**src/rtl/uart_tx_serializer.sv**
```systemverilog
// rtl/uart_tx_serializer.sv - UART TX serializer (start/data/parity/stop), break generation under UART_TX_BREAK_EN
`timescale 1ns/1ps

module uart_tx_serializer #(
    parameter int DATA_BITS = 8,
    parameter int PARITY    = 0,
    parameter int STOP_BITS = 1
) (
    input  logic                 BCLK,
    input  logic                 RST,
    input  logic                 ts_load,
    input  logic [DATA_BITS-1:0] tx_data,
    input  logic                 ts_shift,
`ifdef UART_TX_BREAK_EN
    input  logic                 break_en,
`endif
    output logic                 TX_OUT,
    output logic                 tsr_busy,
    output logic                 tsr_done
);

    typedef enum logic [2:0] {
        S_IDLE  = 3'd0,
        S_START = 3'd1,
        S_DATA  = 3'd2,
        S_PAR   = 3'd3,
        S_STOP  = 3'd4
`ifdef UART_TX_BREAK_EN
        ,
        S_BRK   = 3'd5
`endif
    } state_t;

    localparam logic [2:0] DATA_LAST  = 3'(DATA_BITS - 1);
    localparam logic [2:0] STOP_LAST  = 3'(STOP_BITS - 1);
    localparam bit         HAS_PARITY = (PARITY != 0);

    state_t               state;
    state_t               state_nxt;
    logic [2:0]           bit_cnt;
    logic [2:0]           bit_cnt_nxt;
    logic [DATA_BITS-1:0] shreg;
    logic [DATA_BITS-1:0] shreg_nxt;
    logic                 par_bit;
    logic                 par_bit_nxt;
    logic                 load_par;
    logic                 tx_nxt;
    logic                 busy_nxt;
    logic                 done_nxt;

    // Next-state, datapath and registered-output values; the line level is
    // derived from the state being entered so TX_OUT comes straight from a flop.
    always_comb begin
        state_nxt   = state;
        bit_cnt_nxt = bit_cnt;
        shreg_nxt   = shreg;
        par_bit_nxt = par_bit;
        done_nxt    = 1'b0;
        tx_nxt      = 1'b1;
        busy_nxt    = 1'b0;

        // Odd parity makes the total count of ones odd, hence the XNOR.
        load_par = (PARITY == 1) ? ~^tx_data : ^tx_data;

        case (state)
            S_IDLE: begin
                // A shift strobe coinciding with the load is dropped so the
                // start bit always spans one full bit period.
                if (ts_load) begin
                    state_nxt   = S_START;
                    shreg_nxt   = tx_data;
                    par_bit_nxt = load_par;
                end
`ifdef UART_TX_BREAK_EN
                else if (break_en) begin
                    state_nxt = S_BRK;
                end
`endif
            end
            S_START: begin
                if (ts_shift) begin
                    state_nxt   = S_DATA;
                    bit_cnt_nxt = DATA_LAST;
                end
            end
            S_DATA: begin
                if (ts_shift) begin
                    shreg_nxt = {1'b1, shreg[DATA_BITS-1:1]};
                    if (bit_cnt == 3'd0) begin
                        if (HAS_PARITY) begin
                            state_nxt = S_PAR;
                        end else begin
                            state_nxt   = S_STOP;
                            bit_cnt_nxt = STOP_LAST;
                        end
                    end else begin
                        bit_cnt_nxt = bit_cnt - 3'd1;
                    end
                end
            end
            S_PAR: begin
                if (ts_shift) begin
                    state_nxt   = S_STOP;
                    bit_cnt_nxt = STOP_LAST;
                end
            end
            S_STOP: begin
                if (ts_shift) begin
                    if (bit_cnt == 3'd0) begin
                        state_nxt = S_IDLE;
                        done_nxt  = 1'b1;
                    end else begin
                        bit_cnt_nxt = bit_cnt - 3'd1;
                    end
                end
            end
`ifdef UART_TX_BREAK_EN
            S_BRK: begin
                if (!break_en) begin
                    state_nxt = S_IDLE;
                end
            end
`endif
            default: begin
                state_nxt = S_IDLE;
            end
        endcase

        case (state_nxt)
            S_IDLE:  tx_nxt = 1'b1;
            S_START: tx_nxt = 1'b0;
            S_DATA:  tx_nxt = shreg_nxt[0];
            S_PAR:   tx_nxt = par_bit_nxt;
            S_STOP:  tx_nxt = 1'b1;
`ifdef UART_TX_BREAK_EN
            S_BRK:   tx_nxt = 1'b0;
`endif
            default: tx_nxt = 1'b1;
        endcase

        busy_nxt = (state_nxt != S_IDLE);
    end

    // State, datapath and output registers with synchronous reset to idle line.
    always_ff @(posedge BCLK) begin
        if (RST) begin
            state    <= S_IDLE;
            bit_cnt  <= 3'd0;
            shreg    <= '1;
            par_bit  <= 1'b0;
            TX_OUT   <= 1'b1;
            tsr_busy <= 1'b0;
            tsr_done <= 1'b0;
        end else begin
            state    <= state_nxt;
            bit_cnt  <= bit_cnt_nxt;
            shreg    <= shreg_nxt;
            par_bit  <= par_bit_nxt;
            TX_OUT   <= tx_nxt;
            tsr_busy <= busy_nxt;
            tsr_done <= done_nxt;
        end
    end

endmodule

```
**config.mk**
```make
export PLATFORM = sky130hd
export DESIGN_NAME = uart_tx_serializer
export DESIGN_NICKNAME = d
export VERILOG_FILES = /design/src/rtl/uart_tx_serializer.sv
export SDC_FILE = /design/constraint.sdc
export NUM_CORES = 1
export LEC_CHECK = 0
export BUFFER_PORTS_ARGS = -buffer_cell sky130_fd_sc_hd__buf_2
export CELL_PAD_IN_SITES_DETAIL_PLACEMENT = 1
export CELL_PAD_IN_SITES_GLOBAL_PLACEMENT = 2
export CORE_AREA = 8 8 51 84
export DETAILED_ROUTE_END_ITERATION = 6
export DIE_AREA = 0 0 59 92
export PLACE_DENSITY_LB_ADDON = 0.25
export REMOVE_ABC_BUFFERS = 1
export SLEW_MARGIN = 25
export SYNTH_ARGS = -nofsm -noshare
export SYNTH_HDL_FRONTEND = slang
export SYNTH_SLANG_ARGS = --single-unit
export TNS_END_PERCENT = 1
```
**constraint.sdc**
```tcl
create_clock -name BCLK -period 1.86 [get_ports BCLK]
set_input_delay 0.372 -clock BCLK [delete_from_list [all_inputs] [get_ports BCLK]]
set_output_delay 0.372 -clock BCLK [all_outputs]
set_load 0.02 [all_outputs]
```
Word-level counts from Yosys, hierarchy flattened
Cells that the tools add are included.
Storage, ports and cells
  bits in registers: 18
  input bits: 12
  output and inout port bits: 3
  word-level logic and storage cells: 55
Cells by class
  add/sub/neg operators: 1
  equality and inequality tests: 13
  mux-type cells: 22
  bitwise gates (word level): 2
  reductions and logical operators: 9
Operator list (number)
  $mux W3: 13
  $mux W8: 2
  $pmux W8 S2: 1
  $pmux W3 S5: 1
  $eq A3 B2 Y1 const B: 4
  $ne A2 B2 Y1 const B: 6
  $pmux W3 S4: 1
  $reduce_xor A8 Y1: 1
  $eq A3 B1 Y1 const B: 2
  $logic_not A3 Y1: 2
  $reduce_and A6 Y1: 1
  $reduce_bool A4 Y1: 1
  $eq A3 B3 Y1 const B: 1
  $mux W1: 3
  $pmux W1 S3: 1
  $reduce_and A3 Y1: 1
  $reduce_bool A3 Y1: 1
  $reduce_or A3 Y1: 1
  $sub A3 B1 Y3 const B: 1
  $not A1 Y1: 2
  $reduce_bool A2 Y1: 1

Logic depth before layout (Yosys ltp)
Gate-level depths: netlist of run 1.
  depth after elaboration: 6
  mapped depth: 6
  mapped depth without buffers: 6

Worst setup path after synthesis of run 1
OpenSTA, ideal clock, no wires.
  kind: reg2reg
  from: reg state[2]
  to: reg TX_OUT
  library setup time: 0.120 ns
  arrival: 1.244 ns
  data required time: 1.740 ns
  path slack: 0.496 ns
  cell stages (with the launch flop): 6
  buffers on the path: 2
  clock period less this slack: 1.364 ns
  cells stage by stage: dfxtp_1 buf_4 nor4bb_1 buf_2 o311ai_1 a211o_1
On the way
  cells in the longest elaborated chain, start to end: 5
  elaborated cells between the ends (all ways): 19
  those cells by class: 7 x eq/ne; 11 x mux; 1 x reduce/logical
Ends and longest elaborated chain
  start, declared: line 38  | state_t state;
  start signal, assigned: line 155  | state <= state_nxt;
  $mux W3 (on tied branches): line 109, 89
  $mux W3 (on tied branches): line 108, 87
  $pmux W3 S5: line 65  | case (state)
  $eq A3 B2 Y1 / $eq A3 B1 Y1 (equally long branches): line 129  | case (state_nxt)
  $pmux W1 S3 (*): line 129
  end signal, assigned: line 159  | TX_OUT <= tx_nxt;
  end, declared: line 17  | output logic TX_OUT,
Mark *: on every way between the ends. The rest lies on a longest branch, timed or not.
A chain may end at the register's enable or synchronous reset.

Final worst setup path of run 1
  from: reg state[0]
  to: reg TX_OUT
The elaborated chain is that of the path after synthesis.

==> results of run 1 <==
## final cells by class
type | instances | area, um2
fill | 386 | 1961
sequential | 18 | 360.3
clock buffer | 4 | 55.05
timing repair buffer | 20 | 115.1
inverter | 5 | 18.77
multi-input combinational | 80 | 544.3
tap | 43 | 53.80
## per-layer routing
metal | global-route usage (%) | up-vias | routed length [um]
met5 | 0 | - | 0
met4 | 5.622 | 0 | 80
met3 | 1.678 | 6 | 64
met2 | 17.86 | 15 | 1328
met1 | 9.790 | 413 | 980
li1 | - | 426 | -
## kinds of logic (layout without fill, tap and decap cells)
| family | after synthesis | count (layout) | synth area share (%) |
|---|---|---|---|
| AO/OA/AOI/OAI | 31 | 31 | 23.84 |
| XOR/XNOR | 7 | 7 | 6.347 |
| adder cells (fa/ha/maj) | 2 | 2 | 2.590 |
| buffers and inverters | 13 | 29 | 6.346 |
| flip-flops | 18 | 18 | 37.31 |
| multiplexers | 1 | 1 | 1.036 |
| AND/OR/NAND/NOR | 39 | 39 | 22.54 |
## power by group through the flow
stage	clock, mW	sequential (mW)	combinational, mW
after floorplan	0	0.457	0.142
after global placement	0	0.455	0.220
after detailed placement	0	0.456	0.222
after CTS	0.341	0.447	0.223
after global routing	0.358	0.452	0.245
final	0.320	0.447	0.220
## metrics by stage
stage	utilization [%]	cells	hold slack (ns)	cell area [um2]
floorplan	-	103	0.4222	923.4
global placement	35.14	166	0.4343	1092
detailed placement	35.14	166	0.4367	1092
CTS	36.92	170	0.3470	1147
global route	36.92	170	0.3483	1147
finish	36.92	170	0.3540	1147
## Yosys cell counts, drive strengths merged, types with 2 or more instances
| cell type | count | area [um2] |
|---|---|---|
| nand3b | 2 | 15.01 |
| a221oi | 6 | 52.55 |
| nor2 | 7 | 26.28 |
| a311oi | 2 | 17.52 |
| nor3 | 3 | 15.01 |
| nand2 | 15 | 56.30 |
| nand2b | 4 | 25.02 |
| nor2b | 2 | 12.51 |
| inv | 5 | 18.77 |
| buf | 7 | 38.78 |
| o21ai | 4 | 31.28 |
| a21oi | 7 | 35.03 |
| xnor2 | 7 | 61.31 |
| a31oi | 3 | 18.77 |
| dfxtp | 18 | 360.4 |
| ha | 2 | 25.02 |
## path summary, 6_finish.rpt
path	to	start	slack, ns	depth (start not counted)
worst min-delay path	shreg[7]	tx_data[7]	0.35	3
worst min register to register	shreg[2]	shreg[2]	0.45	2
worst max register to register	TX_OUT	state[0]	0.26	5
worst max-delay path	TX_OUT	state[0]	0.26	5
## registers in the layout (all words and copies together), names as in the netlist
name,count
tsr_done,1
par_bit,1
bit_cnt,3
state,3
tsr_busy,1
shreg,8
TX_OUT,1
## worst reg2reg max path, stage by stage, from the launching register on
cell      delay [ns]
dfxtp_1         0.53
nor4bb_1        0.12
buf_4           0.19
a22oi_1         0.21
o311ai_1        0.15
a211o_1         0.30
==> results.cfg, run 1 <==
[route]
routedWlPerCell_um = 14.44
dr.pass1.iters = 4
wirelength_um = 2454
drtAntennaViolNets = 0
drcViolationCount = 0
vias_per_cell = 5.059
route.vias.total = 860
detailedRoute.firstIterationViolations = 13

[cells_and_area]
drive_gt1_share_pct = 22.05
syn2layout_area_growth_pct = 18.78
final_cell_mix = 18 x dfxtp_1, 15 x nand2_1, 14 x buf_2
mostFrequentLayoutCell = dfxtp_1
num-nets-final = 142
antenna_cells = 0

[die]
die_x_um = 59
row_count = 27
floorplan.initialDensity_pct = 31.08
fp.dieArea_um2 = 5428
io_pins = 15
fp.dieH_um = 92
design.core.area_um2 = 3108

[timing]
setup_viol = 0
max_slew_margin_pct = 69.42
worst_pin_slew_ns = 0.4570
hold_viol = 0
finalSetupTns_ns = 0
fin_crit_ns = 1.596
fmax_ghz = 0.6267
setup_slack_ns = 0.2642
finalCritPeriodShare_pct = 85.79
drv_slew = 0
grt_setup_unrepaired = false
fin_worst_skew_ns = 0.001197

[placed_design]
portBuffers = 14
pre_cts_ws_ns = 0.2714
gp_congestion = 0.7874
hpwlAfterDp_um = 1932

[power]
power_frac_comb_pct = 22.3
ir_drop_v = 0.0004085
internal_power_mw = 0.7080
power.total_mw = 0.9869
p_seq_share_pct = 45.3
p_sw_share_pct = 28.27
powerDensity_nw_per_um2 = 860.2
clock_power_share_pct = 32.4
switchingPower_mw = 0.2790
p_leak_nw = 0.4662

[setup_path]
worstPathCellList = nor4bb_1, buf_4, a22oi_1, o311ai_1, a211o_1
cp-start-kind = flop
worstPathArrival_ns = 1.74
crit_required_ns = 2.01
path_class = reg2reg
critical_path_buf_inv_count = 1
slowest_stage = dfxtp_1
path_delay_family = compound AO/OA/AOI/OAI gates
cp_max_fo = 10
cp_slowest_stage_delay_ns = 0.53
endpoint_kind = flop

[synthesis]
synth-main-ff-cell = dfxtp_1
seq_area_frac_synth_pct = 37.31
avgSynthCellArea_um2 = 8.702
synth_cell_type_count = 37
syn_area_um2 = 965.9
synth_seq_cells = 18
ys_async_sr_fraction_pct = 0
synth_cells = 111
synth_edf_count = 0
ys.warnings.count = 0

[clock_tree]
cts_hold_buf = 0
cts-resized-gates = 0
cts.sinks = 18
path_clk_slew_ns = 0.07
tritoncts = built
clock_path_buffers = 2
clock_latency_ns = 0.25
cts_made_buffers = 3
cts.htree.levels = 1
cts-root-buf = clkbuf_8
postCtsSetupRepairBufs = 0

[global_route]
grt-ovfl-total = 0
grt_pass1_vias = 939
antenna_found_initial = 0
grt_pass1_wl_um = 4222
track_usage_pct = 9.783
grt_max_degree = 20

[min_path]
hold_path_class = in2reg

[status]
status = completed

[run]
max_cap_viol_count = 0
(Power assumes the default switching activity.)
==> inputs of run 2 (changes only) <==
==> constraint.sdc (replaced) <==
create_clock -name BCLK -period 1.8 [get_ports BCLK]
set_input_delay 0.36 -clock BCLK [delete_from_list [all_inputs] [get_ports BCLK]]
set_output_delay 0.36 -clock BCLK [all_outputs]
set_load 0.02 [all_outputs]
==> run 2 against run 1 <==
Net effect:
- worst setup slack lost 0.031 ns
- clock power grew 3%
- via count shrank 0.58%
- combinational power grew 3%
- sequential power grew 3%
- sequential cell count is the same
- global-route usage grew 0.12 points
- clock-buffer cell count is the same
- sequential share of layout area is the same
- clock skew grew 0.00086 ns
- total power grew 3.3%
==> results.cfg, run 2 (synthesis gave the netlist of run 1 again) <==
[min_path]
hold_path_class = in2reg

[run]
max_cap_viol_count = 0

[cells_and_area]
mostFrequentLayoutCell = dfxtp_1
final_util_pct = 36.92
final_cell_mix = 18 x dfxtp_1, 15 x nand2_1, 14 x buf_2
finalNonFillerCells = 170
regMostFlops = shreg
syn2layout_area_growth_pct = 18.78
num-nets-final = 142
drive_gt1_share_pct = 22.05
largest_register_ffs = 8
largestRegisters = shreg (8), bit_cnt (3), state (3)
antenna_cells = 0

[timing]
fmax_ghz = 0.6382
setup_viol = 0
fin_worst_skew_ns = 0.002052
grt_setup_unrepaired = false
fin_crit_ns = 1.567
finalCritPeriodShare_pct = 87.05
worst_pin_slew_ns = 0.5098
drv_slew = 0
hold_viol = 0
max_slew_margin_pct = 65.89
setup_slack_ns = 0.2331
finalSetupTns_ns = 0

[clock_tree]
clock_path_buffers = 2
tritoncts = built
cts-resized-gates = 0
postCtsSetupRepairBufs = 0
clock_latency_ns = 0.25
path_clk_slew_ns = 0.07
cts_hold_buf = 0
cts_made_buffers = 3
cts.sinks = 18
cts-root-buf = clkbuf_8
cts.htree.levels = 1

[setup_path]
cp_max_fo = 11
cp_slowest_stage_delay_ns = 0.55
slowest_stage = dfxtp_1
cp-start-kind = flop
path_class = reg2reg
critical_path_buf_inv_count = 1
worstPathArrival_ns = 1.71
path_delay_family = flip-flops
crit_required_ns = 1.94
endpoint_kind = flop
worstPathCellList = nor4bb_1, buf_4, o311ai_1, a211o_1

[placed_design]
placed_cells = 166
gp_congestion = 0.7769
pre_cts_ws_ns = 0.2241
portBuffers = 14
hpwlAfterDp_um = 1910

[die]
fp.dieH_um = 92
fp.dieArea_um2 = 5428
row_count = 27
floorplan.initialDensity_pct = 31.08
io_pins = 15
die_x_um = 59
design.core.area_um2 = 3108

[status]
status = completed

[route]
detailedRoute.firstIterationViolations = 10
dr.pass1.iters = 2
route.vias.total = 855
vias_per_cell = 5.029
routedWlPerCell_um = 14.57
drtAntennaViolNets = 0
wirelength_um = 2477
drcViolationCount = 0

[global_route]
grt-ovfl-total = 0
antenna_found_initial = 0
grt_pass1_vias = 961
grt_pass1_wl_um = 4264
grt_max_degree = 20
track_usage_pct = 9.904

[power]
ir_drop_v = 0.0005141
p_leak_nw = 0.4662
powerDensity_nw_per_um2 = 888.4
[run 2: worst register-to-register path, delay by kind of cell (launching register included)]
family | cells | cell delay (ns)
buffers and inverters | 1 | 0.23
AO/OA/AOI/OAI | 2 | 0.39
AND/OR/NAND/NOR | 1 | 0.29
flip-flops | 1 | 0.55
[run 2: metrics by stage]
stage	hold slack [ns]	instance area, um2	power (mW)
after floorplan	0.4222	923.4	0.6193
after global placement	0.4316	1092	0.6943
after detailed placement	0.4413	1092	0.7010
after CTS	0.3399	1147	1.037
after global routing	0.3432	1147	1.084
final	0.3505	1147	1.019
[run 2: metal layers]
metal | global-route usage [%] | share of wire [%] | vias to the layer above
li1 | - | - | 428
met5 | 0 | 0 | -
met4 | 3.614 | 1.0 | 0
met2 | 19.23 | 58 | 8
met3 | 2.238 | 2.4 | 2
met1 | 9.416 | 39 | 417
[run 2: final timing paths]
path | from | slack [ns] | depth (start not counted) | to
worst max-delay path | state[1] | 0.23 | 4 | TX_OUT
worst min-delay path | tx_data[3] | 0.35 | 3 | shreg[3]
worst max register to register | state[1] | 0.23 | 4 | TX_OUT
worst min register to register | shreg[1] | 0.45 | 2 | shreg[1]
[run 2: power breakdown]
group          switching [mW]  total, mW  internal, mW
combinational           0.125      0.227         0.102
clock                   0.137      0.331         0.194
sequential             0.0262      0.461         0.435
[run 2: layout make-up]
type,count,area (um2)
fill,403,1961
tap,43,53.80
inverter,5,18.77
clock buffer,4,55.05
sequential,18,360.3
multi-input combinational,80,544.3
timing repair buffer,20,115.1
==> inputs of run 3 (changes only) <==
--- a/config.mk
+++ b/config.mk
@@ -5,12 +5,12 @@
 export SDC_FILE = /design/constraint.sdc
 export NUM_CORES = 1
 export LEC_CHECK = 0
-export BUFFER_PORTS_ARGS = -buffer_cell sky130_fd_sc_hd__buf_2
 export CELL_PAD_IN_SITES_DETAIL_PLACEMENT = 1
 export CELL_PAD_IN_SITES_GLOBAL_PLACEMENT = 2
-export CORE_AREA = 8 8 51 84
+export CORE_AREA = 8 8 49 80
 export DETAILED_ROUTE_END_ITERATION = 6
-export DIE_AREA = 0 0 59 92
+export DIE_AREA = 0 0 57 88
+export DONT_BUFFER_PORTS = 1
 export PLACE_DENSITY_LB_ADDON = 0.25
 export REMOVE_ABC_BUFFERS = 1
 export SLEW_MARGIN = 25
==> run 3 against run 2 <==
Net effect:
- clock-buffer cell count did not move
- combinational power fell by 16%
- clock skew barely moved
- global-route usage rose by 0.35 points
- total power fell by 2.6%
- first-iteration DRC count fell by 70%
- largest power group unchanged
- worst setup slack got worse by 0.015 ns
- critical path depth rose by 1
==> results.cfg, run 3 (synthesis gave the netlist of run 1 again) <==
[clock_tree]
clock_latency_ns = 0.26
clock_path_buffers = 2
cts.htree.levels = 1
postCtsSetupRepairBufs = 0
cts-root-buf = clkbuf_8
tritoncts = built
cts.sinks = 18
cts_made_buffers = 3
cts-resized-gates = 0
cts_hold_buf = 0
path_clk_slew_ns = 0.07

[power]
power_frac_comb_pct = 19.1
p_seq_share_pct = 47.1
p_sw_share_pct = 27.45
p_leak_nw = 0.4049
clock_power_share_pct = 33.8
power.total_mw = 0.9927
switchingPower_mw = 0.2725
internal_power_mw = 0.7202
powerDensity_nw_per_um2 = 944.6
ir_drop_v = 0.0004139

[route]
detailedRoute.firstIterationViolations = 3
drtAntennaViolNets = 0
vias_per_cell = 5.714
route.vias.total = 800
routedWlPerCell_um = 17.01
dr.pass1.iters = 2
wirelength_um = 2382
drcViolationCount = 0

[setup_path]
worstPathArrival_ns = 1.73
rr_endpoint = TX_OUT
cp_slowest_stage_delay_ns = 0.53
cp-start-kind = flop
worstPathCellList = nor4bb_1, buf_4, a22oi_1, o311ai_1, a211o_1
endpoint_kind = flop
slowest_stage = dfxtp_1
crit_required_ns = 1.95
ff2ff_setup_slack_ns = 0.22
cp_max_fo = 10
path_class = reg2reg
r2r_cells = 5
r2r-start = state[0]

[cells_and_area]
syn2layout_area_growth_pct = 8.809
final_cell_mix = 18 x dfxtp_1, 15 x nand2_1, 7 x nor2_1, 7 x a21oi_1, 7 x xnor2_1
largestRegisters = shreg (8), bit_cnt (3), state (3)
mostFrequentLayoutCell = dfxtp_1
num-nets-final = 127
multi_input_area_um2 = 544.3
largest_register_ffs = 8
nFillCells = 355
drive_gt1_share_pct = 11.61
regMostFlops = shreg
antenna_cells = 0
seq_area_um2 = 360.3

[die]
io_pins = 15
row_count = 26
fp.dieH_um = 88
die_x_um = 57
design.core.area_um2 = 2863
floorplan.initialDensity_pct = 33.74
fp.dieArea_um2 = 5016

[min_path]
holdPathStages = 1
hold_path_startpoint = RST
hold_path_class = in2reg
min_delay_worst_endpoint = state[0]

[timing]
worst_pin_slew_ns = 0.4938
grt_setup_unrepaired = false
fin_worst_skew_ns = 0.001726
finalCritPeriodShare_pct = 87.90
setup_viol = 0
fin_crit_ns = 1.582
max_slew_margin_pct = 66.96
drv_slew = 0
finalSetupTns_ns = 0
fmax_ghz = 0.6320
hold_viol = 0

[placed_design]
gp_congestion = 0.7829
hpwlAfterDp_um = 1824
portBuffers = 0

[global_route]
grt_pass1_wl_um = 4071
grt_pass1_vias = 898
grt_max_degree = 20
grt-ovfl-total = 0
antenna_found_initial = 0
track_usage_pct = 10.25

[status]
status = completed

[run]
max_cap_viol_count = 0
-- run 3: cell types whose count changed in the layout (fill, tap and decap cells not counted), sizes merged --
cell / delta
buf: -15
-- run 3: how the worst max path moves through the flow --
stage                           from         end  slack, ns  cells after the start
after floorplan             state[1]      TX_OUT      -0.11                      3
after global placement    bit_cnt[0]  bit_cnt[1]       0.27                      6
after detailed placement  bit_cnt[0]  bit_cnt[1]       0.21                      6
after CTS                 bit_cnt[0]  bit_cnt[1]       0.18                      6
after global routing      bit_cnt[0]  bit_cnt[0]       0.05                      6
final                       state[0]      TX_OUT       0.22                      5
-- run 3: critical path: cells and delay by family (launching register included) --
kind	cells	cell delay, ns
AND/OR/NAND/NOR	1	0.12
flip-flops	1	0.53
AO/OA/AOI/OAI	3	0.64
buffers and inverters	1	0.19
-- run 3: power by group through the flow --
stage	Clock [mW]	Combinational (mW)	Sequential [mW]
global route	0.362	0.217	0.473
finish	0.336	0.190	0.467
CTS	0.347	0.195	0.468
global placement	0	0.188	0.476
floorplan	0	0.147	0.472
detailed placement	0	0.193	0.476
-- run 3: through the flow --
step                setup WS (ns)  utilization (%)  hold slack [ns]  instances  instance area [um2]
floorplan                 -0.1132                -           0.4222        103                923.4
global route              0.05282            36.71           0.1519        140                 1051
detailed placement         0.2129            34.79           0.4384        136                996.0
global placement           0.2719            34.79           0.4342        136                996.0
finish                     0.2178            36.71           0.1652        140                 1051
CTS                        0.1832            36.71           0.1588        140                 1051
-- run 3: metal layers --
| metal | part of all wire [%] | wire (um) | vias up | global-route usage (%) |
|---|---|---|---|---|
| li1 | - | - | 397 | - |
| met3 | 4.7 | 111 | 7 | 2.758 |
| met2 | 55 | 1315 | 13 | 19.82 |
| met5 | 0 | 0 | - | 0 |
| met4 | 3.9 | 92 | 0 | 6.438 |
| met1 | 36 | 862 | 383 | 8.754 |
-- run 3: cell type report --
type | count | area share (%)
multi-input combinational | 80 | 51.79
tap | 28 | 3.333
sequential | 18 | 34.29
timing repair buffer | 5 | 3.571
inverter | 5 | 1.786
clock buffer | 4 | 5.238
